===== config.mk =====
export PLATFORM = sky130hd
export DESIGN_NAME = load_store_unit_flat
export DESIGN_NICKNAME = d
export VERILOG_FILES = /design/src/rtl/load_store_unit_pkg.sv /design/src/rtl/load_store_unit_if.sv /design/src/rtl/load_store_unit_align.sv /design/src/rtl/load_store_unit.sv /design/src/flat_wrapper.sv
export SDC_FILE = /design/constraint.sdc
export NUM_CORES = 1
export LEC_CHECK = 0
export CORE_ASPECT_RATIO = 1.4
export CORE_MARGIN = 8
export CORE_UTILIZATION = 49
export DETAILED_ROUTE_END_ITERATION = 10
export PLACE_DENSITY = 0.86
export REMOVE_ABC_BUFFERS = 1
export SKIP_LAST_GASP = 1
export SYNTH_ARGS = -nofsm -noshare
export SYNTH_HDL_FRONTEND = slang
export SYNTH_SLANG_ARGS = --single-unit

===== constraint.sdc =====
create_clock -name clk -period 5.6 [get_ports clk]
set_input_delay 0.84 -clock clk [delete_from_list [all_inputs] [get_ports clk]]
set_output_delay 0.84 -clock clk [all_outputs]
set_load 0.01 [all_outputs]

===== src/rtl/load_store_unit_pkg.sv =====
// Shared types and funct3 codes for the MEM-stage load/store unit.
package load_store_unit_pkg;

    typedef enum logic [1:0] {
        ST_IDLE = 2'd0,
        ST_REQ  = 2'd1,
        ST_RESP = 2'd2
    } lsu_state_e;

    localparam logic [2:0] F3_B  = 3'b000;
    localparam logic [2:0] F3_H  = 3'b001;
    localparam logic [2:0] F3_W  = 3'b010;
    localparam logic [2:0] F3_BU = 3'b100;
    localparam logic [2:0] F3_HU = 3'b101;

    localparam logic [1:0] SZ_B = 2'b00;
    localparam logic [1:0] SZ_H = 2'b01;
    localparam logic [1:0] SZ_W = 2'b10;

    function automatic logic f3_illegal(input logic [2:0] f3);
        return (f3 == 3'b011) || (f3 == 3'b110) || (f3 == 3'b111);
    endfunction

endpackage


===== src/rtl/load_store_unit_if.sv =====
// Pipeline-side and data-memory-side signals of the load/store unit.
interface load_store_unit_if;
    logic        ex_valid;
    logic        ex_mem_read;
    logic        ex_mem_write;
    logic [2:0]  ex_funct3;
    logic [31:0] ex_addr;
    logic [31:0] ex_wdata;

    logic        lsu_stall;
    logic        ld_valid;
    logic [31:0] ld_data;
    logic        exc_misalign;
    logic        exc_bus;

    logic        mem_req;
    logic        mem_we;
    logic [31:0] mem_addr;
    logic [3:0]  mem_be;
    logic [31:0] mem_wdata;
    logic        mem_ack;
    logic [31:0] mem_rdata;

    // LSU view: serves the pipeline and masters the memory bus
    modport master (
        input  ex_valid, ex_mem_read, ex_mem_write, ex_funct3, ex_addr, ex_wdata,
        input  mem_ack, mem_rdata,
        output lsu_stall, ld_valid, ld_data, exc_misalign, exc_bus,
        output mem_req, mem_we, mem_addr, mem_be, mem_wdata
    );

    modport slave (
        output ex_valid, ex_mem_read, ex_mem_write, ex_funct3, ex_addr, ex_wdata,
        output mem_ack, mem_rdata,
        input  lsu_stall, ld_valid, ld_data, exc_misalign, exc_bus,
        input  mem_req, mem_we, mem_addr, mem_be, mem_wdata
    );
endinterface


===== src/rtl/load_store_unit_align.sv =====
// Byte-lane steering for stores, lane extraction plus sign/zero extension for loads,
// and misalignment / illegal-funct3 detection.
module load_store_unit_align
    import load_store_unit_pkg::*;
(
    input  logic [2:0]  funct3_i,
    input  logic [1:0]  addr_i,
    input  logic [31:0] wdata_i,
    input  logic [31:0] rdata_i,
    output logic [3:0]  be_o,
    output logic [31:0] wdata_o,
    output logic [31:0] ldata_o,
    output logic        misalign_o
);

    logic [7:0]  byte_v;
    logic [15:0] half_v;
    logic        uns;

    assign uns = funct3_i[2];

    always_comb begin
        be_o    = '0;
        wdata_o = '0;
        ldata_o = '0;
        byte_v  = rdata_i[{addr_i, 3'b000} +: 8];
        half_v  = rdata_i[{addr_i[1], 4'b0000} +: 16];
        case (funct3_i[1:0])
            SZ_B: begin
                be_o    = 4'b0001 << addr_i;
                wdata_o = {4{wdata_i[7:0]}};
                ldata_o = uns ? {24'b0, byte_v} : {{24{byte_v[7]}}, byte_v};
            end
            SZ_H: begin
                be_o    = 4'b0011 << {addr_i[1], 1'b0};
                wdata_o = {2{wdata_i[15:0]}};
                ldata_o = uns ? {16'b0, half_v} : {{16{half_v[15]}}, half_v};
            end
            SZ_W: begin
                be_o    = '1;
                wdata_o = wdata_i;
                ldata_o = rdata_i;
            end
            default: ;
        endcase
    end

    assign misalign_o = f3_illegal(funct3_i)
                      | ((funct3_i[1:0] == SZ_H) & addr_i[0])
                      | ((funct3_i[1:0] == SZ_W) & (|addr_i));

endmodule


===== src/rtl/load_store_unit.sv =====
// MEM-stage load/store unit: one req/ack data-memory transaction per instruction,
// pipeline stall while busy, misalign and bus-timeout exception pulses.
module load_store_unit
    import load_store_unit_pkg::*;
#(
    parameter int unsigned TIMEOUT_CYC = 256,
    parameter int unsigned CNT_W       = 9
) (
    input  logic              clk,
    input  logic              reset_n,
    load_store_unit_if.master bus
);

    localparam logic [CNT_W-1:0] CNT_LAST = CNT_W'(TIMEOUT_CYC - 1);

    lsu_state_e       state_q, state_d;
    logic [CNT_W-1:0] cnt_q, cnt_d;
    logic             mem_req_q, mem_req_d;
    logic             mem_we_q, mem_we_d;
    logic [31:0]      mem_addr_q, mem_addr_d;
    logic [3:0]       mem_be_q, mem_be_d;
    logic [31:0]      mem_wdata_q, mem_wdata_d;
    logic             is_load_q, is_load_d;
    logic [2:0]       f3_q, f3_d;
    logic [1:0]       alo_q, alo_d;
    logic             ld_valid_q, ld_valid_d;
    logic [31:0]      ld_data_q, ld_data_d;
    logic             exc_mis_q, exc_mis_d;
    logic             exc_bus_q, exc_bus_d;

    logic             accept;
    logic             lsu_stall_c;
    logic [2:0]       al_f3;
    logic [1:0]       al_addr;
    logic [3:0]       al_be;
    logic [31:0]      al_wdata;
    logic [31:0]      al_ldata;
    logic             al_mis;

    assign accept = bus.ex_valid & (bus.ex_mem_read | bus.ex_mem_write);

    // One align unit is shared: it sees the incoming op in IDLE (store lanes,
    // misalign check) and the latched op in REQ (load extraction).
    assign al_f3   = (state_q == ST_IDLE) ? bus.ex_funct3    : f3_q;
    assign al_addr = (state_q == ST_IDLE) ? bus.ex_addr[1:0] : alo_q;

    load_store_unit_align u_align (
        .funct3_i   (al_f3),
        .addr_i     (al_addr),
        .wdata_i    (bus.ex_wdata),
        .rdata_i    (bus.mem_rdata),
        .be_o       (al_be),
        .wdata_o    (al_wdata),
        .ldata_o    (al_ldata),
        .misalign_o (al_mis)
    );

    always_comb begin
        state_d     = state_q;
        cnt_d       = cnt_q;
        mem_req_d   = mem_req_q;
        mem_we_d    = mem_we_q;
        mem_addr_d  = mem_addr_q;
        mem_be_d    = mem_be_q;
        mem_wdata_d = mem_wdata_q;
        is_load_d   = is_load_q;
        f3_d        = f3_q;
        alo_d       = alo_q;
        ld_valid_d  = 1'b0;
        ld_data_d   = '0;
        exc_mis_d   = 1'b0;
        exc_bus_d   = 1'b0;
        lsu_stall_c = 1'b0;

        case (state_q)
            ST_IDLE: begin
                if (accept) begin
                    lsu_stall_c = 1'b1;
                    if (al_mis) begin
                        exc_mis_d = 1'b1;
                        state_d   = ST_RESP;
                    end else begin
                        mem_req_d   = 1'b1;
                        mem_we_d    = bus.ex_mem_write;
                        mem_addr_d  = {bus.ex_addr[31:2], 2'b00};
                        mem_be_d    = al_be;
                        mem_wdata_d = al_wdata;
                        is_load_d   = ~bus.ex_mem_write;
                        f3_d        = bus.ex_funct3;
                        alo_d       = bus.ex_addr[1:0];
                        cnt_d       = '0;
                        state_d     = ST_REQ;
                    end
                end
            end
            ST_REQ: begin
                lsu_stall_c = 1'b1;
                if (bus.mem_ack || cnt_q == CNT_LAST) begin
                    mem_req_d   = 1'b0;
                    mem_we_d    = 1'b0;
                    mem_addr_d  = '0;
                    mem_be_d    = '0;
                    mem_wdata_d = '0;
                    state_d     = ST_RESP;
                    if (bus.mem_ack) begin
                        ld_valid_d = is_load_q;
                        ld_data_d  = is_load_q ? al_ldata : '0;
                    end else begin
                        exc_bus_d = 1'b1;
                    end
                end else begin
                    cnt_d = cnt_q + 1'b1;
                end
            end
            ST_RESP: state_d = ST_IDLE;
            default: state_d = ST_IDLE;
        endcase
    end

    always_ff @(posedge clk or negedge reset_n) begin
        if (!reset_n) begin
            state_q     <= ST_IDLE;
            cnt_q       <= '0;
            mem_req_q   <= 1'b0;
            mem_we_q    <= 1'b0;
            mem_addr_q  <= '0;
            mem_be_q    <= '0;
            mem_wdata_q <= '0;
            is_load_q   <= 1'b0;
            f3_q        <= '0;
            alo_q       <= '0;
            ld_valid_q  <= 1'b0;
            ld_data_q   <= '0;
            exc_mis_q   <= 1'b0;
            exc_bus_q   <= 1'b0;
        end else begin
            state_q     <= state_d;
            cnt_q       <= cnt_d;
            mem_req_q   <= mem_req_d;
            mem_we_q    <= mem_we_d;
            mem_addr_q  <= mem_addr_d;
            mem_be_q    <= mem_be_d;
            mem_wdata_q <= mem_wdata_d;
            is_load_q   <= is_load_d;
            f3_q        <= f3_d;
            alo_q       <= alo_d;
            ld_valid_q  <= ld_valid_d;
            ld_data_q   <= ld_data_d;
            exc_mis_q   <= exc_mis_d;
            exc_bus_q   <= exc_bus_d;
        end
    end

    assign bus.lsu_stall    = lsu_stall_c;
    assign bus.ld_valid     = ld_valid_q;
    assign bus.ld_data      = ld_data_q;
    assign bus.exc_misalign = exc_mis_q;
    assign bus.exc_bus      = exc_bus_q;
    assign bus.mem_req      = mem_req_q;
    assign bus.mem_we       = mem_we_q;
    assign bus.mem_addr     = mem_addr_q;
    assign bus.mem_be       = mem_be_q;
    assign bus.mem_wdata    = mem_wdata_q;

endmodule


===== src/flat_wrapper.sv =====
// flat-port wrapper written by rule: the top's interface ports become plain ports
module load_store_unit_flat import load_store_unit_pkg::*;
#(
    parameter int unsigned TIMEOUT_CYC = 256,
    parameter int unsigned CNT_W       = 9
)
  (clk, reset_n, bus_ex_valid, bus_ex_mem_read, bus_ex_mem_write, bus_ex_funct3, bus_ex_addr, bus_ex_wdata, bus_mem_ack, bus_mem_rdata, bus_lsu_stall, bus_ld_valid, bus_ld_data, bus_exc_misalign, bus_exc_bus, bus_mem_req, bus_mem_we, bus_mem_addr, bus_mem_be, bus_mem_wdata);
  load_store_unit_if bus_i ();
  input  logic clk;
  input  logic reset_n;
  input wire logic [$bits(bus_i.ex_valid)-1:0] bus_ex_valid;
  input wire logic [$bits(bus_i.ex_mem_read)-1:0] bus_ex_mem_read;
  input wire logic [$bits(bus_i.ex_mem_write)-1:0] bus_ex_mem_write;
  input wire logic [$bits(bus_i.ex_funct3)-1:0] bus_ex_funct3;
  input wire logic [$bits(bus_i.ex_addr)-1:0] bus_ex_addr;
  input wire logic [$bits(bus_i.ex_wdata)-1:0] bus_ex_wdata;
  input wire logic [$bits(bus_i.mem_ack)-1:0] bus_mem_ack;
  input wire logic [$bits(bus_i.mem_rdata)-1:0] bus_mem_rdata;
  output wire logic [$bits(bus_i.lsu_stall)-1:0] bus_lsu_stall;
  output wire logic [$bits(bus_i.ld_valid)-1:0] bus_ld_valid;
  output wire logic [$bits(bus_i.ld_data)-1:0] bus_ld_data;
  output wire logic [$bits(bus_i.exc_misalign)-1:0] bus_exc_misalign;
  output wire logic [$bits(bus_i.exc_bus)-1:0] bus_exc_bus;
  output wire logic [$bits(bus_i.mem_req)-1:0] bus_mem_req;
  output wire logic [$bits(bus_i.mem_we)-1:0] bus_mem_we;
  output wire logic [$bits(bus_i.mem_addr)-1:0] bus_mem_addr;
  output wire logic [$bits(bus_i.mem_be)-1:0] bus_mem_be;
  output wire logic [$bits(bus_i.mem_wdata)-1:0] bus_mem_wdata;
  assign bus_i.ex_valid = bus_ex_valid;
  assign bus_i.ex_mem_read = bus_ex_mem_read;
  assign bus_i.ex_mem_write = bus_ex_mem_write;
  assign bus_i.ex_funct3 = bus_ex_funct3;
  assign bus_i.ex_addr = bus_ex_addr;
  assign bus_i.ex_wdata = bus_ex_wdata;
  assign bus_i.mem_ack = bus_mem_ack;
  assign bus_i.mem_rdata = bus_mem_rdata;
  assign bus_lsu_stall = bus_i.lsu_stall;
  assign bus_ld_valid = bus_i.ld_valid;
  assign bus_ld_data = bus_i.ld_data;
  assign bus_exc_misalign = bus_i.exc_misalign;
  assign bus_exc_bus = bus_i.exc_bus;
  assign bus_mem_req = bus_i.mem_req;
  assign bus_mem_we = bus_i.mem_we;
  assign bus_mem_addr = bus_i.mem_addr;
  assign bus_mem_be = bus_i.mem_be;
  assign bus_mem_wdata = bus_i.mem_wdata;
  load_store_unit #(.TIMEOUT_CYC(TIMEOUT_CYC), .CNT_W(CNT_W)) u_core (.clk(clk), .reset_n(reset_n), .bus(bus_i));
endmodule

==> results of run 1 <==
## area by class of cell
class                   instances  share of cell area (%)
well taps                     150                    2.17
inverters                       6                   0.261
repair buffers                215                    24.7
multi-input cells             418                    31.3
clock inverters                 8                    1.10
flip-flops and latches        120                    34.8
clock buffers                  23                    5.65
## cell usage in the layout (no fill, tap or decap), types with 2 or more instances in the layout
master,n
a211o_1,7
a211oi_1,16
a21o_1,2
a21oi_1,44
a22o_1,7
a22oi_1,48
a31oi_1,3
and3_1,4
buf_4,8
bufinv_16,2
clkbuf_1,2
clkbuf_16,17
clkbuf_8,4
clkdlybuf4s50_1,207
clkinv_2,4
clkinvlp_4,2
conb_1,2
dfrtp_1,120
ha_1,2
inv_1,6
mux2_2,12
mux2i_1,18
mux2i_4,2
nand2_1,52
nand2b_1,2
nand3_1,5
nor2_1,8
nor4b_1,3
o21ai_0,110
o21ai_1,3
o21ai_2,2
o22ai_1,9
o31a_1,2
o31ai_1,23
or2_2,2
or4_1,8
or4b_2,2
## sequential cells by signal, indices dropped and copies added (netlist names)
name	cells
u_core.bus.ld_data	32
u_core.bus.mem_wdata	32
u_core.bus.mem_addr	30
u_core.cnt_q	9
u_core.bus.mem_be	4
u_core.f3_q	3
u_core.alo_q	2
u_core.state_q	2
u_core.bus.exc_bus	1
u_core.bus.exc_misalign	1
u_core.bus.ld_valid	1
u_core.bus.mem_req	1
u_core.bus.mem_we	1
u_core.is_load_q	1
## worst max path at each step
stage	endpoint	slack, ns	cells past startpoint
floorplan	u_core.bus.mem_be[2]	1.48	5
global placement	u_core.bus.mem_be[2]	1.60	6
detailed placement	u_core.bus.mem_be[2]	1.49	6
CTS	u_core.bus.mem_be[2]	1.63	5
global route	u_core.bus.mem_be[2]	1.28	5
finish	u_core.bus.mem_be[2]	1.59	5
## per-layer routing
layer  vias up  wire length, um
met3        58             1950
met4         0              720
met1      2841             7320
li1       2611                -
met5         -                0
met2       358            10400
## through the flow
step	cells	utilization [%]
global route	940	71.2
detailed placement	909	66.3
floorplan	544	-
CTS	940	71.2
global placement	909	66.3
finish	940	71.2
## power groups by stage
stage          Combinational, mW  Sequential [mW]  Clock [mW]
6_report                    2.10             1.33        1.07
5_1_grt                     2.27             1.36        1.12
4_1_cts                     2.11             1.33        1.08
3_5_place_dp                2.09             1.34           0
3_3_place_gp                2.01             1.32           0
2_1_floorplan               1.03             1.39           0
## critical path: stages, from the launching register on
cell and delay [ns]:
dfrtp_1 0.66, nor2_2 0.76, o21ai_0 0.31, a21oi_4 0.67
or2_2 1.02, mux2_2 0.43
## cells by family after synthesis
group	count (synthesis)	share of synthesized area, %
AO/OA/AOI/OAI	285	29.7
adder cells (fa/ha/maj)	2	0.418
buffers and inverters	68	5.68
flip-flops	120	50.1
multiplexers	33	6.12
other	1	0.0626
AND/OR/NAND/NOR	96	7.90
==> summary.txt, run 1 <==
Net Sw Frac = 39.6%
ant diodes = 0
met2 Use GR = 42.0%
Post-CTS Hold Fix Bufs = 0
Mapped Area = 5990 um2
Clock Power Share = 23.8%
full die area = 16100 um2
nets@finish = 885
CP Launch Type = register
grt total ovfl = 0
TNS Setup = 0 ns
initial core utilization = 49.4%
Fin. Hold Viols = 0
Post-CTS Setup Bufs = 0
dpl ws = 1.49 ns
fin crit share = 71.7%
Crit. Startpoint = u_core.state_q[0]
Syn Inst Count = 605
crit-path max FO = 68
CP Capture Type = register
fraction of layout cells with a size suffix above 1 = 8.61%
Worst-path clk slew = 0.05 ns
initial antenna violation count = 0
leakage = 3.55 nW
worst hold slack = 0.511 ns
top_reg_cell synth = dfrtp_1
skew final = 0.0106 ns
DRT Pass-1 Iters = 5
maximum vdd drop = 0.287 mV
Sink Count = 120
DIE WIDTH = 109 um
Net Switching = 1.79 mW
Tot Pwr = 4.51 mW
Post-synth ARST share = 100%
CTS resizes = 0
max-slew violations = 0
# H-tree levels = 4
Reg-to-Reg Start = u_core.state_q[0]
r2r endpoint = u_core.bus.mem_be[2]
WL final = 20400 um
Fill cells = 867
critical path class = register to register
Post-synth EDFFs = 0
largest net degree at the start of global routing = 74
Routed WL per cell = 21.7 um
Max-Cap Viols = 0
Synth warnings = 0
worst-case reg-to-reg path depth = 5
DR iter-0 viols = 380
Slew Limit Headroom = 20.8%
most common cell in the netlist = dfrtp_1
vias in the first global route = 6160
top-area cell type share of the netlist area = 50.1%
Synth cell types = 52
root buf cell = clkbuf_16
Die Y = 147 um
multi-input combinational cell area = 2700 um2
core box area = 12100 um2
Final Cell Area = 8630 um2
Seq/Total Area, Yosys = 50.1%
FF/Latch Area = 3000 um2
Area Growth Syn to Fin = 44.1%
Buffers on Ports = 208
Hold Path Stages = 1
ANT nets after route = 0
pwr dens = 522 nW/um2
clk_lat worst skew = 0.40 ns
GRT Total Usage = 25.1%
most instantiated cells after synthesis = dfrtp_1 (120), o21ai_0 (110), nand2_1 (53)
final setup margin = 1.59 ns
total CTS buffers = 17
DRC viols = 0
Hold Crit Class = register to register
setup violators final = 0
P_int = 2.72 mW
Via density = 6.24
Final HPWL DP = 14300 um
global-route wire length before repair = 31700 um
synth top area cells = dfrtp_1 (50%), o21ai_0 (9.2%), a22oi_1 (6.0%), a21oi_1 (3.7%), nand2_1 (3.3%)
CP arrival = 4.30 ns
area of placed instances = 8050 um2
CTS Buffer Depth = 2
row count = 48
unrepaired setup endpoints after global routing = false
CTS tree = done
Hold EP = u_core.bus.mem_be[3]
Fmax = 249 MHz
Worst-Margin Slew = 1.19 ns
mean post-synth cell area = 9.90 um2
most used routing layer = met2
gp weighted congestion = 0.850
met3 usage = 8.20%
area leader, netlist = dfrtp_1
Comb pwr share = 46.7%
Period minus WS final = 4.01 ns
R2R Setup Slk = 1.59 ns
status = finished, final reports clean
hold path startpoint = u_core.bus.mem_be[3]
Req. time, crit path = 5.88 ns
met1 Track Usage GR = 27.2%
IO Pins = 211
Seq pwr share = 29.5%
post-synthesis register bit count = 120
Vias = 5868
Note: power is estimated with default switching activity, not from simulation.
==> run 2: changes to the inputs <==
Settings changed: CORE_UTILIZATION 49 to 41, PLACE_DENSITY 0.86 to 0.77.
Clock period 5.6 ns to 3.3 ns, I/O delays scaled along.
==> run 2 against run 1 <==
  * Design area increased by 1.9%
  * Via count decreased by 0.58%
  * Global-route usage is 3.3 points lower
  * Sequential share of layout area fell by 0.66 points
  * Utilization is 10 points lower
  * Clock skew fell by 0.0025 ns
  * Non-clock buffer count increased by 17
  * Final cell count rose by 6.0%
  * Largest cell class unchanged
==> summary.txt, run 2 (synthesis results as in run 1) <==
grt total ovfl = 0 (unchanged)
Fill cells = 1178 (was 867)
DRC viols = 0 (unchanged)
vias in the first global route = 6228 (was 6160)
Buffers on Ports = 208 (unchanged)
TNS Setup = 0 ns (unchanged)
crit-path max FO = 43 (was 68)
Critical Path Max Stage Delay = 0.53 ns (was 1.02 ns)
total CTS buffers = 17 (unchanged)
Final HPWL DP = 15200 um (was 14300 um)
worst hold slack = 0.221 ns (was 0.511 ns)
DR iter-0 viols = 579 (was 380)
Area Growth Syn to Fin = 46.9% (was 44.1%)
clk_lat worst skew = 0.41 ns (was 0.40 ns)
Post-CTS Setup Bufs = 0 (unchanged)
DRT Pass-1 Iters = 5 (unchanged)
nets@finish = 902 (was 885)
worst-case reg-to-reg path depth = 7 (was 5)
Net Switching = 3.06 mW (was 1.79 mW)
leakage = 3.62 nW (was 3.55 nW)
Post-CTS Hold Fix Bufs = 0 (unchanged)
CP max-delay cell = or2_2 (unchanged)
# H-tree levels = 4 (unchanged)
initial antenna violation count = 2 (was 0)
Sink Count = 120 (unchanged)
root buf cell = clkbuf_16 (unchanged)
Worst-path clk slew = 0.06 ns (was 0.05 ns)
most frequent cells in the layout = clkdlybuf4s50_1 (207), dfrtp_1 (120), o21ai_0 (110) (unchanged)
Period minus WS final = 2.87 ns (was 4.01 ns)
FF/Latch Area = 3000 um2 (unchanged)
Comb pwr share = 48.1% (was 46.7%)
row count = 52 (was 48)
Reg-to-Reg Start = u_core.state_q[1] (was u_core.state_q[0])
Fmax = 348 MHz (was 249 MHz)
most common library cell in the layout ignoring fill and taps = clkdlybuf4s50_1 (unchanged)
max-slew violations = 0 (unchanged)
Max-Cap Viols = 0 (unchanged)
ant diodes = 0 (unchanged)
unrepaired setup endpoints after global routing = false (unchanged)
Worst-Margin Slew = 0.907 ns (was 1.19 ns)
Net Sw Frac = 39.7% (was 39.6%)
WP buf/inv = 2 (was 0)
pwr dens = 877 nW/um2 (was 522 nW/um2)
WL final = 20800 um (was 20400 um)
GRT Total Usage = 21.8% (was 25.1%)
Fin. Hold Viols = 0 (unchanged)
critical-path cell list = nor2_2 > buf_4 > o31ai_4 > a21oi_4 > or2_2 > buf_12 > o21ai_0 (was nor2_2 > o21ai_0 > a21oi_4 > or2_2 > mux2_2)
Placed Cells = 965 (was 909)
full die area = 18800 um2 (was 16100 um2)
Vias = 5834 (was 5868)
CP Launch Type = register (unchanged)
R2R Setup Slk = 0.43 ns (was 1.59 ns)
Die Y = 159 um (was 147 um)
CTS Buffer Depth = 2 (unchanged)
DIE WIDTH = 118 um (was 109 um)
CP arrival = 3.14 ns (was 4.30 ns)
Tot Pwr = 7.72 mW (was 4.51 mW)
skew final = 0.00816 ns (was 0.0106 ns)
Hold Crit Class = input port to asynchronous set/reset pin (was register to register)
Routed WL per cell = 20.8 um (was 21.7 um)
status = finished, final reports clean (unchanged)
most used routing layer = met2 (unchanged)
ANT nets after route = 0 (unchanged)
CTS resizes = 0 (unchanged)
Req. time, crit path = 3.57 ns (was 5.88 ns)
P_int = 4.65 mW (was 2.72 mW)
gp weighted congestion = 0.844 (was 0.850)
fraction of layout cells with a size suffix above 1 = 10.8% (was 8.61%)
initial core utilization = 41.7% (was 49.4%)
met1 Track Usage GR = 22.9% (was 27.2%)
multi-input combinational cell area = 2700 um2 (about the same)
CTS tree = done (unchanged)
critical path class = register to register (unchanged)
fin crit share = 87.0% (was 71.7%)
CP Capture Type = register (unchanged)
Non-Filler Instances = 996 (was 940)
met2 Use GR = 37.1% (was 42.0%)
Slew Limit Headroom = 39.2% (was 20.8%)
maximum vdd drop = 0.398 mV (was 0.287 mV)
Clock Power Share = 23.1% (was 23.8%)
met3 usage = 8.62% (was 8.20%)
setup violators final = 0 (unchanged)
Via density = 5.86 (was 6.24)
IO Pins = 211 (unchanged)
largest net degree at the start of global routing = 71 (was 74)
Seq pwr share = 28.7% (was 29.5%)
global-route wire length before repair = 32900 um (was 31700 um)
r2r endpoint = u_core.bus.mem_addr[25] (was u_core.bus.mem_be[2])
critical path's top delay family = simple AND/OR/NAND/NOR gates (unchanged)
core box area = 14400 um2 (was 12100 um2)
==> run 2: area by class of cell <==
cell class | count | share of cell area, %
sequential | 120 | 34.1
inverter | 6 | 0.256
tap | 189 | 2.69
multi-input combinational | 418 | 30.6
clock inverter | 13 | 1.49
timing repair buffer | 232 | 25.8
clock buffer | 18 | 4.99
==> run 2: per-layer routing <==
| layer | up-vias | wire (um) |
|---|---|---|
| met1 | 2811 | 7730 |
| li1 | 2648 | - |
| met3 | 53 | 1960 |
| met2 | 318 | 10300 |
| met5 | - | 22 |
| met4 | 4 | 745 |
==> run 2: power groups by stage <==
stage / logic (mW) / clock network (mW) / registers, mW
detailed placement: 3.70 / 0 / 2.23
floorplan: 1.75 / 0 / 2.36
global route: 4.04 / 1.87 / 2.27
global placement: 3.58 / 0 / 2.21
finish: 3.71 / 1.78 / 2.22
CTS: 3.71 / 1.81 / 2.21
==> run 2: worst max-delay path by stage <==
stage	start	endpoint	slack [ns]	cells after the start
finish	u_core.state_q[1]	u_core.bus.mem_addr[25]	0.43	7
floorplan	u_core.state_q[0]	u_core.bus.mem_be[2]	-0.82	5
detailed placement	bus_ex_addr[1]	u_core.bus.mem_wdata[16]	0.24	7
global placement	bus_ex_addr[1]	u_core.bus.mem_wdata[29]	0.33	7
global route	u_core.state_q[1]	u_core.bus.mem_addr[29]	0.25	7
CTS	u_core.state_q[1]	u_core.bus.mem_addr[3]	0.46	7
==> run 2: per-stage QoR <==
stage	utilization, %	instance area [um2]	setup slack [ns]
CTS	61.2	8800	0.464
detailed placement	57.2	8230	0.236
global placement	57.2	8230	0.328
finish	61.2	8800	0.430
global route	61.2	8800	0.253
floorplan	-	5680	-0.824
